[src/rtl/sm3_expnd_pkg.sv]
// Shared types, constants and word functions for the SM3 message expansion engine.
package sm3_expnd_pkg;

    // Number of (Wj, W'j) pairs produced per 512-bit block.
    localparam int SM3_EXPND_STEPS = 64;
    // Words in one padded block and in the sliding expansion window.
    localparam int SM3_WIN_WORDS   = 16;

    typedef logic [31:0] sm3_word_t;

    typedef enum logic {
        ST_LOAD  = 1'b0,
        ST_EXPND = 1'b1
    } sm3_expnd_st_e;

    // Rotate left by a constant amount in 1..31.
    function automatic sm3_word_t rotl32(input sm3_word_t x, input int unsigned n);
        return (x << n) | (x >> (32 - n));
    endfunction

    // SM3 permutation used during message expansion.
    function automatic sm3_word_t p1(input sm3_word_t x);
        return x ^ rotl32(x, 15) ^ rotl32(x, 23);
    endfunction

endpackage

[src/rtl/sm3_expnd_wgen.sv]
// Combinational generator for one expanded word Wn from its five window taps.
module sm3_expnd_wgen
    import sm3_expnd_pkg::*;
(
    input  logic [31:0] w16_i,   // Wn-16
    input  logic [31:0] w13_i,   // Wn-13
    input  logic [31:0] w9_i,    // Wn-9
    input  logic [31:0] w6_i,    // Wn-6
    input  logic [31:0] w3_i,    // Wn-3
    output logic [31:0] wn_o     // Wn
);

    sm3_word_t p1_in;

    // Wn = P1(Wn-16 ^ Wn-9 ^ rotl(Wn-3,15)) ^ rotl(Wn-13,7) ^ Wn-6
    always_comb begin
        p1_in = w16_i ^ w9_i ^ rotl32(w3_i, 15);
        wn_o  = p1(p1_in) ^ rotl32(w13_i, 7) ^ w6_i;
    end

endmodule

[src/rtl/sm3_expnd_core_p.sv]
// SM3 message expansion: loads a 16-word block, then streams (Wj, W'j) pairs
// LANES at a time with valid/ready backpressure on the output side.
module sm3_expnd_core_p
    import sm3_expnd_pkg::*;
#(
    parameter int INPT_DW = 32,
    parameter int LANES   = 1
) (
    input  logic                 clk,
    input  logic                 rst,
    input  logic [INPT_DW-1:0]   pad_inpt_d_i,
    input  logic                 pad_inpt_vld_i,
    input  logic                 pad_inpt_lst_i,
    output logic                 pad_inpt_rdy_o,
    output logic [32*LANES-1:0]  expnd_otpt_wj_o,
    output logic [32*LANES-1:0]  expnd_otpt_wjj_o,
    output logic                 expnd_otpt_vld_o,
    output logic                 expnd_otpt_lst_o,
    input  logic                 expnd_otpt_rdy_i
);

    if (!(INPT_DW == 32 || INPT_DW == 64)) begin : g_bad_dw
        $error("sm3_expnd_core_p: INPT_DW must be 32 or 64");
    end
    if (!(LANES == 1 || LANES == 2)) begin : g_bad_lanes
        $error("sm3_expnd_core_p: LANES must be 1 or 2");
    end

    // Words per input beat.
    localparam int          IW      = INPT_DW / 32;
    localparam logic [3:0]  LD_STEP = 4'(IW);
    // ld_cnt value on the beat that completes the block (wraps to 0 after it).
    localparam logic [3:0]  LD_LAST = 4'(SM3_WIN_WORDS - IW);
    localparam logic [5:0]  J_STEP  = 6'(LANES);
    localparam logic [5:0]  J_LAST  = 6'(SM3_EXPND_STEPS - LANES);

    sm3_expnd_st_e st_q, st_d;
    logic [3:0]    ld_cnt_q, ld_cnt_d;
    logic [5:0]    j_q, j_d;
    logic          blk_lst_q, blk_lst_d;
    sm3_word_t     win_q [SM3_WIN_WORDS];
    sm3_word_t     win_d [SM3_WIN_WORDS];
    sm3_word_t     gen_w [LANES];
    logic          in_expnd;

    assign in_expnd = (st_q == ST_EXPND);

    // One generator per lane; window holds win[i] = W(j+i), so lane k
    // producing W(j+16+k) taps win[k], win[k+3], win[k+7], win[k+10], win[k+13].
    for (genvar k = 0; k < LANES; k++) begin : g_lane
        sm3_expnd_wgen u_wgen (
            .w16_i (win_q[k]),
            .w13_i (win_q[k+3]),
            .w9_i  (win_q[k+7]),
            .w6_i  (win_q[k+10]),
            .w3_i  (win_q[k+13]),
            .wn_o  (gen_w[k])
        );

        // Lane 0 (lowest j) sits in the MSBs; outputs read as zero outside EXPND.
        assign expnd_otpt_wj_o [32*(LANES-k)-1 -: 32] = in_expnd ? win_q[k] : '0;
        assign expnd_otpt_wjj_o[32*(LANES-k)-1 -: 32] = in_expnd ? (win_q[k] ^ win_q[k+4]) : '0;
    end

    assign expnd_otpt_lst_o = in_expnd && blk_lst_q && (j_q == J_LAST);

    // Next-state logic: block load in LOAD, window advance on each output transfer in EXPND.
    always_comb begin
        st_d             = st_q;
        ld_cnt_d         = ld_cnt_q;
        j_d              = j_q;
        blk_lst_d        = blk_lst_q;
        win_d            = win_q;
        pad_inpt_rdy_o   = 1'b0;
        expnd_otpt_vld_o = 1'b0;

        case (st_q)
            ST_LOAD: begin
                pad_inpt_rdy_o = 1'b1;
                if (pad_inpt_vld_i) begin
                    for (int i = 0; i < SM3_WIN_WORDS - IW; i++) begin
                        win_d[i] = win_q[i+IW];
                    end
                    // Earlier word of the beat is in the MSBs, so it lands at the lower index.
                    for (int k = 0; k < IW; k++) begin
                        win_d[SM3_WIN_WORDS-IW+k] = pad_inpt_d_i[INPT_DW-1-32*k -: 32];
                    end
                    ld_cnt_d = ld_cnt_q + LD_STEP;
                    if (ld_cnt_q == LD_LAST) begin
                        blk_lst_d = pad_inpt_lst_i;
                        j_d       = '0;
                        st_d      = ST_EXPND;
                    end
                end
            end
            ST_EXPND: begin
                expnd_otpt_vld_o = 1'b1;
                if (expnd_otpt_rdy_i) begin
                    for (int i = 0; i < SM3_WIN_WORDS - LANES; i++) begin
                        win_d[i] = win_q[i+LANES];
                    end
                    for (int k = 0; k < LANES; k++) begin
                        win_d[SM3_WIN_WORDS-LANES+k] = gen_w[k];
                    end
                    j_d = j_q + J_STEP;
                    if (j_q == J_LAST) begin
                        st_d     = ST_LOAD;
                        ld_cnt_d = '0;
                    end
                end
            end
            default: st_d = ST_LOAD;
        endcase
    end

    // Control state with synchronous reset; a partial block is simply abandoned.
    always_ff @(posedge clk) begin
        if (rst) begin
            st_q      <= ST_LOAD;
            ld_cnt_q  <= '0;
            j_q       <= '0;
            blk_lst_q <= 1'b0;
        end else begin
            st_q      <= st_d;
            ld_cnt_q  <= ld_cnt_d;
            j_q       <= j_d;
            blk_lst_q <= blk_lst_d;
        end
    end

    // Window datapath carries no reset; its contents only matter after a full load.
    always_ff @(posedge clk) begin
        win_q <= win_d;
    end

endmodule

[config.mk]
export PLATFORM = sky130hd
export DESIGN_NAME = sm3_expnd_core_p
export DESIGN_NICKNAME = d
export VERILOG_FILES = /design/src/rtl/sm3_expnd_pkg.sv /design/src/rtl/sm3_expnd_wgen.sv /design/src/rtl/sm3_expnd_core_p.sv
export SDC_FILE = /design/constraint.sdc
export NUM_CORES = 1
export LEC_CHECK = 0
export ABC_CLOCK_PERIOD_IN_PS = 19860
export CAP_MARGIN = 30
export CORE_MARGIN = 4
export CORE_UTILIZATION = 35
export CTS_BUF_LIST = sky130_fd_sc_hd__clkbuf_4 sky130_fd_sc_hd__clkbuf_8
export DETAILED_ROUTE_END_ITERATION = 12
export GPL_ROUTABILITY_DRIVEN = 0
export PLACE_DENSITY = 0.48
export SLEW_MARGIN = 20
export SYNTH_ARGS = -nofsm -noshare
export SYNTH_HDL_FRONTEND = slang
export SYNTH_SLANG_ARGS = --single-unit
[constraint.sdc]
create_clock -name clk -period 19.86 [get_ports clk]
set_input_delay 4.965 -clock clk [delete_from_list [all_inputs] [get_ports clk]]
set_output_delay 4.965 -clock clk [all_outputs]
set_load 0.005 [all_outputs]
### Word-level counts from Yosys, hierarchy flattened

Cells that the tools add are included.

* memory bits (writable): 0
* output and inout port bits: 67
* bits in read-only memories: 0
* bits in registers: 524
* memories kept: 0
* logic and storage cells: 66
* bits in latches: 0
* input bits: 37

* shift operators: 0
* magnitude comparators: 0
* divide/modulo/power cells: 0
* add/sub/neg operators: 2
* bitwise gates (word level): 12
* mux-type cells: 20
* reduce and logical (&&, ||, !) cells: 6
* $mul: 0
* eq/ne operators: 6

Operators by type and width (count)
* 2-to-1 mux 512 bit: 2
* case mux 512 bit (2 select lines): 1
* bitwise XOR 32 bit: 7
* 2-to-1 mux 32 bit: 2
* OR 32 x 15 -> 32 bit: 2
* OR 32 x 23 -> 32 bit: 1
* OR 32 x 7 -> 32 bit: 1
* 2-to-1 mux 6 bit: 3
* 2-to-1 mux 4 bit: 3
* case mux 6 bit (2 select lines): 1
* AND reduction 3 bit: 3
* case mux 4 bit (2 select lines): 1
* adder 6 x 1 -> 6 bit, second input constant: 1
* == test 6 bit, second input constant: 1
* 2-to-1 mux 1 bit: 6
* inequality test 2 bit, second input constant: 3
* adder 4 x 1 -> 4 bit, second input constant: 1
* == test 4 bit, second input constant: 1
* logical AND 1 bit: 2
* inequality test 2 x 1 -> 1 bit, second input constant: 1
* case mux 1 bit (2 select lines): 1
* AND reduction 2 bit: 1
* NOT 1 bit: 1

### Longest topological paths before layout

Gate-level depths: netlist (run 1).

* depth in word-level cells: 9
* gate-level depth with buffers: 6
* mapped depth without buffers: 5

### Modules after synthesis

A second synthesis (run 1) with hierarchy kept.

* cell total of the unflattened synthesis: 882
* area total of the unflattened synthesis: 18851.8 um^2

By module, submodules not included
* sm3_expnd_core_p: area each 16978.8 um^2, instances 1, cells each 722, seq. area each 15615.0 um^2
* sm3_expnd_wgen: area each 1873.0 um^2, instances 1, cells each 160, seq. area each 0.0 um^2

### Worst setup path after synthesis (run 1)

No wires, ideal clock.

* kind: input -> register
* start: input expnd_otpt_rdy_i
* end: register win_q[0] in the netlist's numbering, enable pin
* setup time: 3679 ps
* slack: 2835 ps
* cell stages on the path: 2
* path buffers: 0
* data required time: 16181 ps
* data arrival time: 13346 ps
* cells stage by stage: nand2_1 > nand2_1

* longest elaborated chain between the ends: 2

Ends and longest elaborated chain
* from (decl): line sm3_expnd_core_p.sv:19 `input logic expnd_otpt_rdy_i`
* inequality test 2 bit (no source line)
* AND reduction 2 bit (no source line)
* to (signal assigned): line sm3_expnd_core_p.sv:133 `win_q <= win_d;`
* to (decl): line sm3_expnd_core_p.sv:41 `sm3_word_t win_q [SM3_WIN_WORDS];`

Every way passes these cells.
A chain may end at the register's enable or synchronous reset.

### Final worst setup path (run 1)

* start: input expnd_otpt_rdy_i
* end: register win_q[501] in the netlist's numbering, enable pin

The elaborated chain is that of the path after synthesis.

==> results.md, run 1 <==
- Status: finished, final reports clean
- Hold Path Cell Cnt: 0
- Crit. End Element: flip-flop
- I/O pin cnt: 104
- First-pass GRT wire length: 51.0 mm
- Synth Instances: 881
- Antenna diodes: 0
- Vias in the first global route: 8231
- Endpoints failing setup: 0
- Crit path max-delay cell type: buf_12
- Worst-path fanout max: 192
- Worst endpoint data arrival time: 8020 ps
- FF-to-FF End: win_q[501]$_DFFE_PP_
- Leading cell types by count after synthesis: edfxtp_1 (512), xnor2_1 (129), nor2_1 (38), xor2_1 (35)
- Row cnt: 84
- Setup Skew: 15.8 ps
- Final nets: 1105
- Worst Tran Pin Value: 1040 ps
- Met1 Resource Use GR: 17.7%
- Sequential power share: 55.4%
- HP Class: flip-flop to flip-flop
- # resized after CTS: 0
- #FFs+latches synth: 524
- Synth top area share: 81.7%
- Pin count of the biggest net entering global routing: 193
- Initial antenna violation count: 1
- Post-layout util: 42.4%
- Crit path kind: input port to flip-flop
- Grt ovf: 0
- Synth warn: 0
- Die H: 240 um
- Routed Antenna Nets: 0
- PortBufs: 103
- Main combinational cell family by area after synthesis: XOR/XNOR gates
- Pleak: 0.00768 uW
- Worst vdd ir: 0.0000483 V
- Buf/Inv on CP: 4
- Clk pwr share: 37.8%
- Clock Tree Root: clkbuf_8
- CP Launch Type: input port
- R2R Setup Slk: 15540 ps
- CTS sink cnt: 524
- Synth Area in XOR/XNOR: 11.6%
- Die ar.: 0.0575 sq mm
- Ys async rst share: 0%
- Min Tclk post-route: 7720 ps
- Met2 usage: 17.4%
- Switching share of total power: 22.0%
- Max Clock Freq: 129 MHz
- Number of enable flip-flop cells after synthesis: 512
- Final wirelength: 34.5 mm
- Area fraction in compound gates after synthesis: 0.339%
- Total of max-cap violations: 0
- Slew margin rel.: 30.6%
- Via density: 4.36
- Hold_sp: win_q[38]$_DFFE_PP_
- Seq/Total Area, Yosys: 83.0%
- Synth area leaders: edfxtp_1 (82%), xnor2_1 (6.0%), xnor3_2 (2.3%)
- Mapped Nets: 920
- CTS tree: done
- M3 GR Usage: 3.42%
- Syn avg cell area: 21.4 sq um
- Adder-cell share of the synthesized area: 0.133%
- Comb pwr share: 6.7%
- Family with the most delay on the worst path: buffers and inverters
- Area of the multi-input gates: 0.00314 sq mm
- WL per Instance: 18.9 um
- Max Slew Vio Count: 0
- Total GRT Usage: 12.0%
- Drt pass-1 iters: 5
- Gr busiest metal: met1
- Endpoint, Worst Hold: win_q[70]$_DFFE_PP_
- RSZ-0062 raised after global routing: false
- Clock latency on the worst-skew pair: 630 ps
- Post-synth top area cell: edfxtp_1
- P&R area growth vs syn: 19.1%
- Period utilization: 38.9%
- Register area: 0.0156 sq mm
- Initial Utilization: 35.6%
- Final Hold Violating Endpoints: 0
- Worst flop-to-flop path startpoint: in_expnd$_SDFF_PP0_
- Synthesized area: 0.0188 sq mm
- Maximum clock insertion buffer count: 3
- DRC errors left: 0
- Multiplexer area fraction after synthesis: 1.92%
- Filler cell count: 4695
- Crit-path max cell delay: 760 ps
- Setup Buffers After CTS: 0
- Worst endpoint required time: 20160 ps
- # hold bufs at CTS: 0
- Internal power: 1860 uW
- Routed vias: 7955
- Cell Chain, Critical Path: clkdlybuf4s50_1, nand2_1, nand2_4, buf_12, buf_4, buf_16
- Distinct cells, synth: 28
- PD cells: 106 mW/mm^2
- Die width: 240 um
- Detailed placement HPWL: 20.4 mm
- Switching pwr: 525 uW
- Initial drt markers: 641
- Synth Area in Simple Gates: 2.69%
- Total CTS buffers: 88
- Clock-pin slew on the worst setup and hold paths: 60 ps
- Top-count cell post-synth: edfxtp_1
- Synth Flop Type: edfxtp_1
- H-tree depth: 3
- Share of cells above drive strength 1: 17.4%
- Core area: 0.0529 sq mm
- TNS Setup: 0 ps
- R2R cell count: 6
[power groups by stage]
| stage | sequential [uW] | clock, uW | combinational, uW |
|---|---|---|---|
| CTS | 1320 | 943 | 164 |
| finish | 1320 | 901 | 160 |
| detailed placement | 1340 | 0 | 163 |
| global route | 1330 | 997 | 175 |
| floorplan | 1350 | 0 | 119 |
| global placement | 1340 | 0 | 160 |
[cells by family after synthesis]
group | Yosys count
muxes | 32
adders and majority gates | 2
AOI/OAI and AO/OA | 12
buffers and inverters | 14
and+or+nand+nor | 101
xor gates and xnor gates | 196
DFF | 524
[metrics by stage]
stage          cell area, sq um  setup slack (ps)  power, uW  hold slack (ps)  cells
2_1_floorplan             18800              2840       1470              400    881
3_3_place_gp              20700             11310       1500              401   1663
3_5_place_dp              20700             11450       1510              405   1664
4_1_cts                   22400             12060       2430              402   1823
5_1_grt                   22400             11960       2500              414   1823
6_report                  22400             12140       2380              405   1823
[how the worst max path moves through the flow]
stage	endpoint	depth (start not counted)	start	slack [ps]
2_1_floorplan	win_q[0]$_DFFE_PP_	2	expnd_otpt_rdy_i	2840
3_3_place_gp	win_q[284]$_DFFE_PP_	5	expnd_otpt_rdy_i	11310
3_5_place_dp	win_q[380]$_DFFE_PP_	6	expnd_otpt_rdy_i	11450
4_1_cts	expnd_otpt_lst_o	4	in_expnd$_SDFF_PP0_	12060
5_1_grt	win_q[412]$_DFFE_PP_	6	expnd_otpt_rdy_i	11960
6_report	win_q[501]$_DFFE_PP_	6	expnd_otpt_rdy_i	12140
[cell type report]
| cell class | count | share of cell area, % |
|---|---|---|
| Timing Repair Buffer | 108 | 4.97 |
| Clock inverter | 34 | 0.676 |
| Multi-Input combinational cell | 343 | 14.0 |
| Clock buffer | 125 | 6.76 |
| Sequential cell | 524 | 69.7 |
| Inverter | 1 | 0.0168 |
| Tap cell | 688 | 3.84 |
[metal layers]
metal	vias up	share of wire [%]
met5	-	0
met4	0	1.6
met3	48	4.6
met2	171	45
met1	4034	49
li1	3702	-
[layout by cell type (no fill, tap or decap), types with 6 or more instances in the layout]
cell type / netlist / layout
clkinv_1: 0 / 20
nor3_1: 6 / 6
nand2_1: 8 / 7
xor2_1: 35 / 35
xnor2_1: 129 / 129
mux2_2: 32 / 32
nor2_1: 38 / 38
clkbuf_8: 0 / 92
xnor3_2: 18 / 18
and2_1: 32 / 32
clkdlybuf4s50_1: 0 / 103
clkinv_2: 0 / 12
clkbuf_4: 0 / 33
edfxtp_1: 512 / 512
a21oi_1: 8 / 8
dfxtp_1: 12 / 11
xnor3_1: 14 / 14
[registers in the layout, indices dropped and copies added, names as in the netlist]
name,cells
blk_lst_q,1
in_expnd,1
j_q,6
ld_cnt_q,4
win_q,512
Note: power is estimated with default switching activity, not from simulation.
==> run 2: changes to the inputs <==
- ABC_CLOCK_PERIOD_IN_PS: 19860 -> 7200
- clock period: 19.86 -> 7.2 ns (I/O delays scaled with it)
==> results.md, run 2 (synthesis gave the netlist of run 1 again) <==
- Filler cell count: 4602 (was 4695)
- Crit path max-delay cell type: dfxtp_4 (was buf_12)
- Worst endpoint data arrival time: 2640 ps (was 8020 ps)
- Status: finished, final reports clean (unchanged)
- Max FFs per register: 512 (unchanged)
- Total of max-cap violations: 0 (unchanged)
- Register area: 0.0156 sq mm (unchanged)
- TNS Setup: 0 ps (unchanged)
- Grt ovf: 0 (unchanged)
- Pin count of the biggest net entering global routing: 130 (was 193)
- Clock-pin slew on the worst setup and hold paths: 60 ps (about the same)
- Via density: 4.36 (about the same)
- Total CTS buffers: 89 (was 88)
- PortBufs: 103 (unchanged)
- Max Slew Vio Count: 0 (unchanged)
- Pleak: 0.00769 uW (was 0.00768 uW)
- Max Clock Freq: 225 MHz
- Period utilization: 61.7%
- Initial drt markers: 531 (was 641)
- Worst Tran Pin Value: 954 ps (was 1040 ps)
- Post-layout util: 42.5% (was 42.4%)
- H-tree depth: 3 (unchanged)
- WL per Instance: 19.0 um (was 18.9 um)
- Biggest register: win_q (unchanged)
- Placed cell area: 0.0207 sq mm (about the same)
- CTS tree: done (unchanged)
- Worst vdd ir: 0.000114 V (was 0.0000483 V)
- Final nets: 1106 (was 1105)
- Crit. End Element: output port (was flip-flop)
- Largest registers: win_q x512, j_q x6, ld_cnt_q x4 (unchanged)
- P&R area growth vs syn: 19.3% (was 19.1%)
- Worst endpoint required time: 5400 ps (was 20160 ps)
- CTS sink cnt: 524 (unchanged)
- Initial antenna violation count: 0 (was 1)
- CP Launch Type: flip-flop (was input port)
- # resized after CTS: 0 (unchanged)
- Setup Buffers After CTS: 0 (unchanged)
- Post-Layout Cell Count: 1820 (was 1823)
- Endpoints failing setup: 0 (unchanged)
- Setup Skew: 19.1 ps (was 15.8 ps)
- Maximum clock insertion buffer count: 3 (unchanged)
- Die ar.: 0.0575 sq mm (unchanged)
- DRC errors left: 0 (unchanged)
- Routed vias: 7927 (was 7955)
- Worst-path fanout max: 41 (was 192)
- Min Tclk post-route: 4440 ps
- Die H: 240 um (unchanged)
- Crit-path max cell delay: 620 ps (was 760 ps)
- Area of the multi-input gates: 0.00315 sq mm (was 0.00314 sq mm)
- Crit path kind: flip-flop to output port (was input port to flip-flop)
- Commonest non-fill, non-tap cell in the layout: edfxtp_1 (unchanged)
- Die width: 240 um (unchanged)
- Final Hold Violating Endpoints: 0 (unchanged)
- Pre-CTS WS: 2870 ps (was 11450 ps)
- HP Class: flip-flop to flip-flop (unchanged)
- Final wirelength: 34.6 mm (was 34.5 mm)
- Post-route cell area: 0.0224 sq mm (about the same)
- Drt pass-1 iters: 6 (was 5)
- Slew margin rel.: 36.4% (was 30.6%)
- Total GRT Usage: 12.0% (about the same)
- PD cells: 295 mW/mm^2 (was 106 mW/mm^2)
- I/O pin cnt: 104 (unchanged)
- Buf/Inv on CP: 2 (was 4)
- Cell Chain, Critical Path: buf_4, and2_2, clkdlybuf4s50_1 (was clkdlybuf4s50_1, nand2_1, nand2_4, buf_12, buf_4, buf_16)
- Row cnt: 84 (unchanged)
- Family with the most delay on the worst path: buffers and inverters (unchanged)
- Placed insts: 1664 (unchanged)
- First-pass GRT wire length: 51.2 mm (was 51.0 mm)
- Most frequent cells in the layout: edfxtp_1 (512), xnor2_1 (129), clkdlybuf4s50_1 (103) (unchanged)
- RSZ-0062 raised after global routing: false (unchanged)
- # hold bufs at CTS: 0 (unchanged)
- Initial Utilization: 35.6% (unchanged)
- Share of cells above drive strength 1: 17.6% (was 17.4%)
- Antenna diodes: 0 (unchanged)
- Routed Antenna Nets: 0 (unchanged)
- Detailed placement HPWL: 20.5 mm (was 20.4 mm)
- Clock Tree Root: clkbuf_8 (unchanged)
- Core area: 0.0529 sq mm (unchanged)
- Clock latency on the worst-skew pair: 630 ps (about the same)
- Vias in the first global route: 8291 (was 8231)
- Worst Slack Setup Final: 2760 ps (was 12140 ps)
run 2: cell types whose count changed in the layout (fill, tap and decap cells not counted):
| cell | delta |
|---|---|
| nand2_4 | -1 |
| clkbuf_8 | +4 |
| clkinv_1 | -4 |
| buf_16 | -1 |
| buf_12 | +1 |
| clkinv_2 | -8 |
| clkbuf_4 | +5 |
| nand2_8 | +1 |
run 2: layout make-up:
| type | count | share of cell area [%] |
|---|---|---|
| timing repair buffer | 108 | 4.93 |
| sequential | 524 | 69.6 |
| clock inverter | 22 | 0.429 |
| inverter | 1 | 0.0167 |
| multi-input combinational | 343 | 14.0 |
| clock buffer | 134 | 7.16 |
| tap | 688 | 3.84 |
run 2: final timing paths:
| check | start | endpoint | slack [ps] | cells past startpoint |
|---|---|---|---|---|
| min reg2reg | win_q[335]$_DFFE_PP_ | win_q[367]$_DFFE_PP_ | 410 | 0 |
| min | win_q[335]$_DFFE_PP_ | win_q[367]$_DFFE_PP_ | 410 | 0 |
| max reg2reg | in_expnd$_SDFF_PP0_ | win_q[185]$_DFFE_PP_ | 4480 | 3 |
| max | in_expnd$_SDFF_PP0_ | expnd_otpt_wj_o[28] | 2760 | 3 |
run 2: per-layer routing:
metal  routed length, um  track usage [%]  vias to the layer above
met5                   0                0                        -
met4                 557             3.46                        0
met3                1580             3.70                       53
met2               15400             17.7                      170
met1               17100             17.3                     3997
li1                    -                -                     3707
run 2: per-stage QoR:
step	total power (uW)	hold WS (ps)
after floorplan	4010	400
after global placement	4150	400
after detailed placement	4150	405
after CTS	6750	406
after global routing	6940	411
final	6610	407
run 2: power breakdown:
| group | total, uW | internal [uW] | leakage (uW) | switching, uW |
|---|---|---|---|---|
| sequential | 3640 | 3550 | 0.00511 | 86.5 |
| combinational | 439 | 215 | 0.00167 | 224 |
| clock | 2530 | 1410 | 0.000910 | 1120 |
run 2: worst register-to-register path, delay by kind of cell (launching register included):
family,cells,cell delay [ps]
and+or+nand+nor,2,940
buffers and inverters,1,720
DFF,1,620
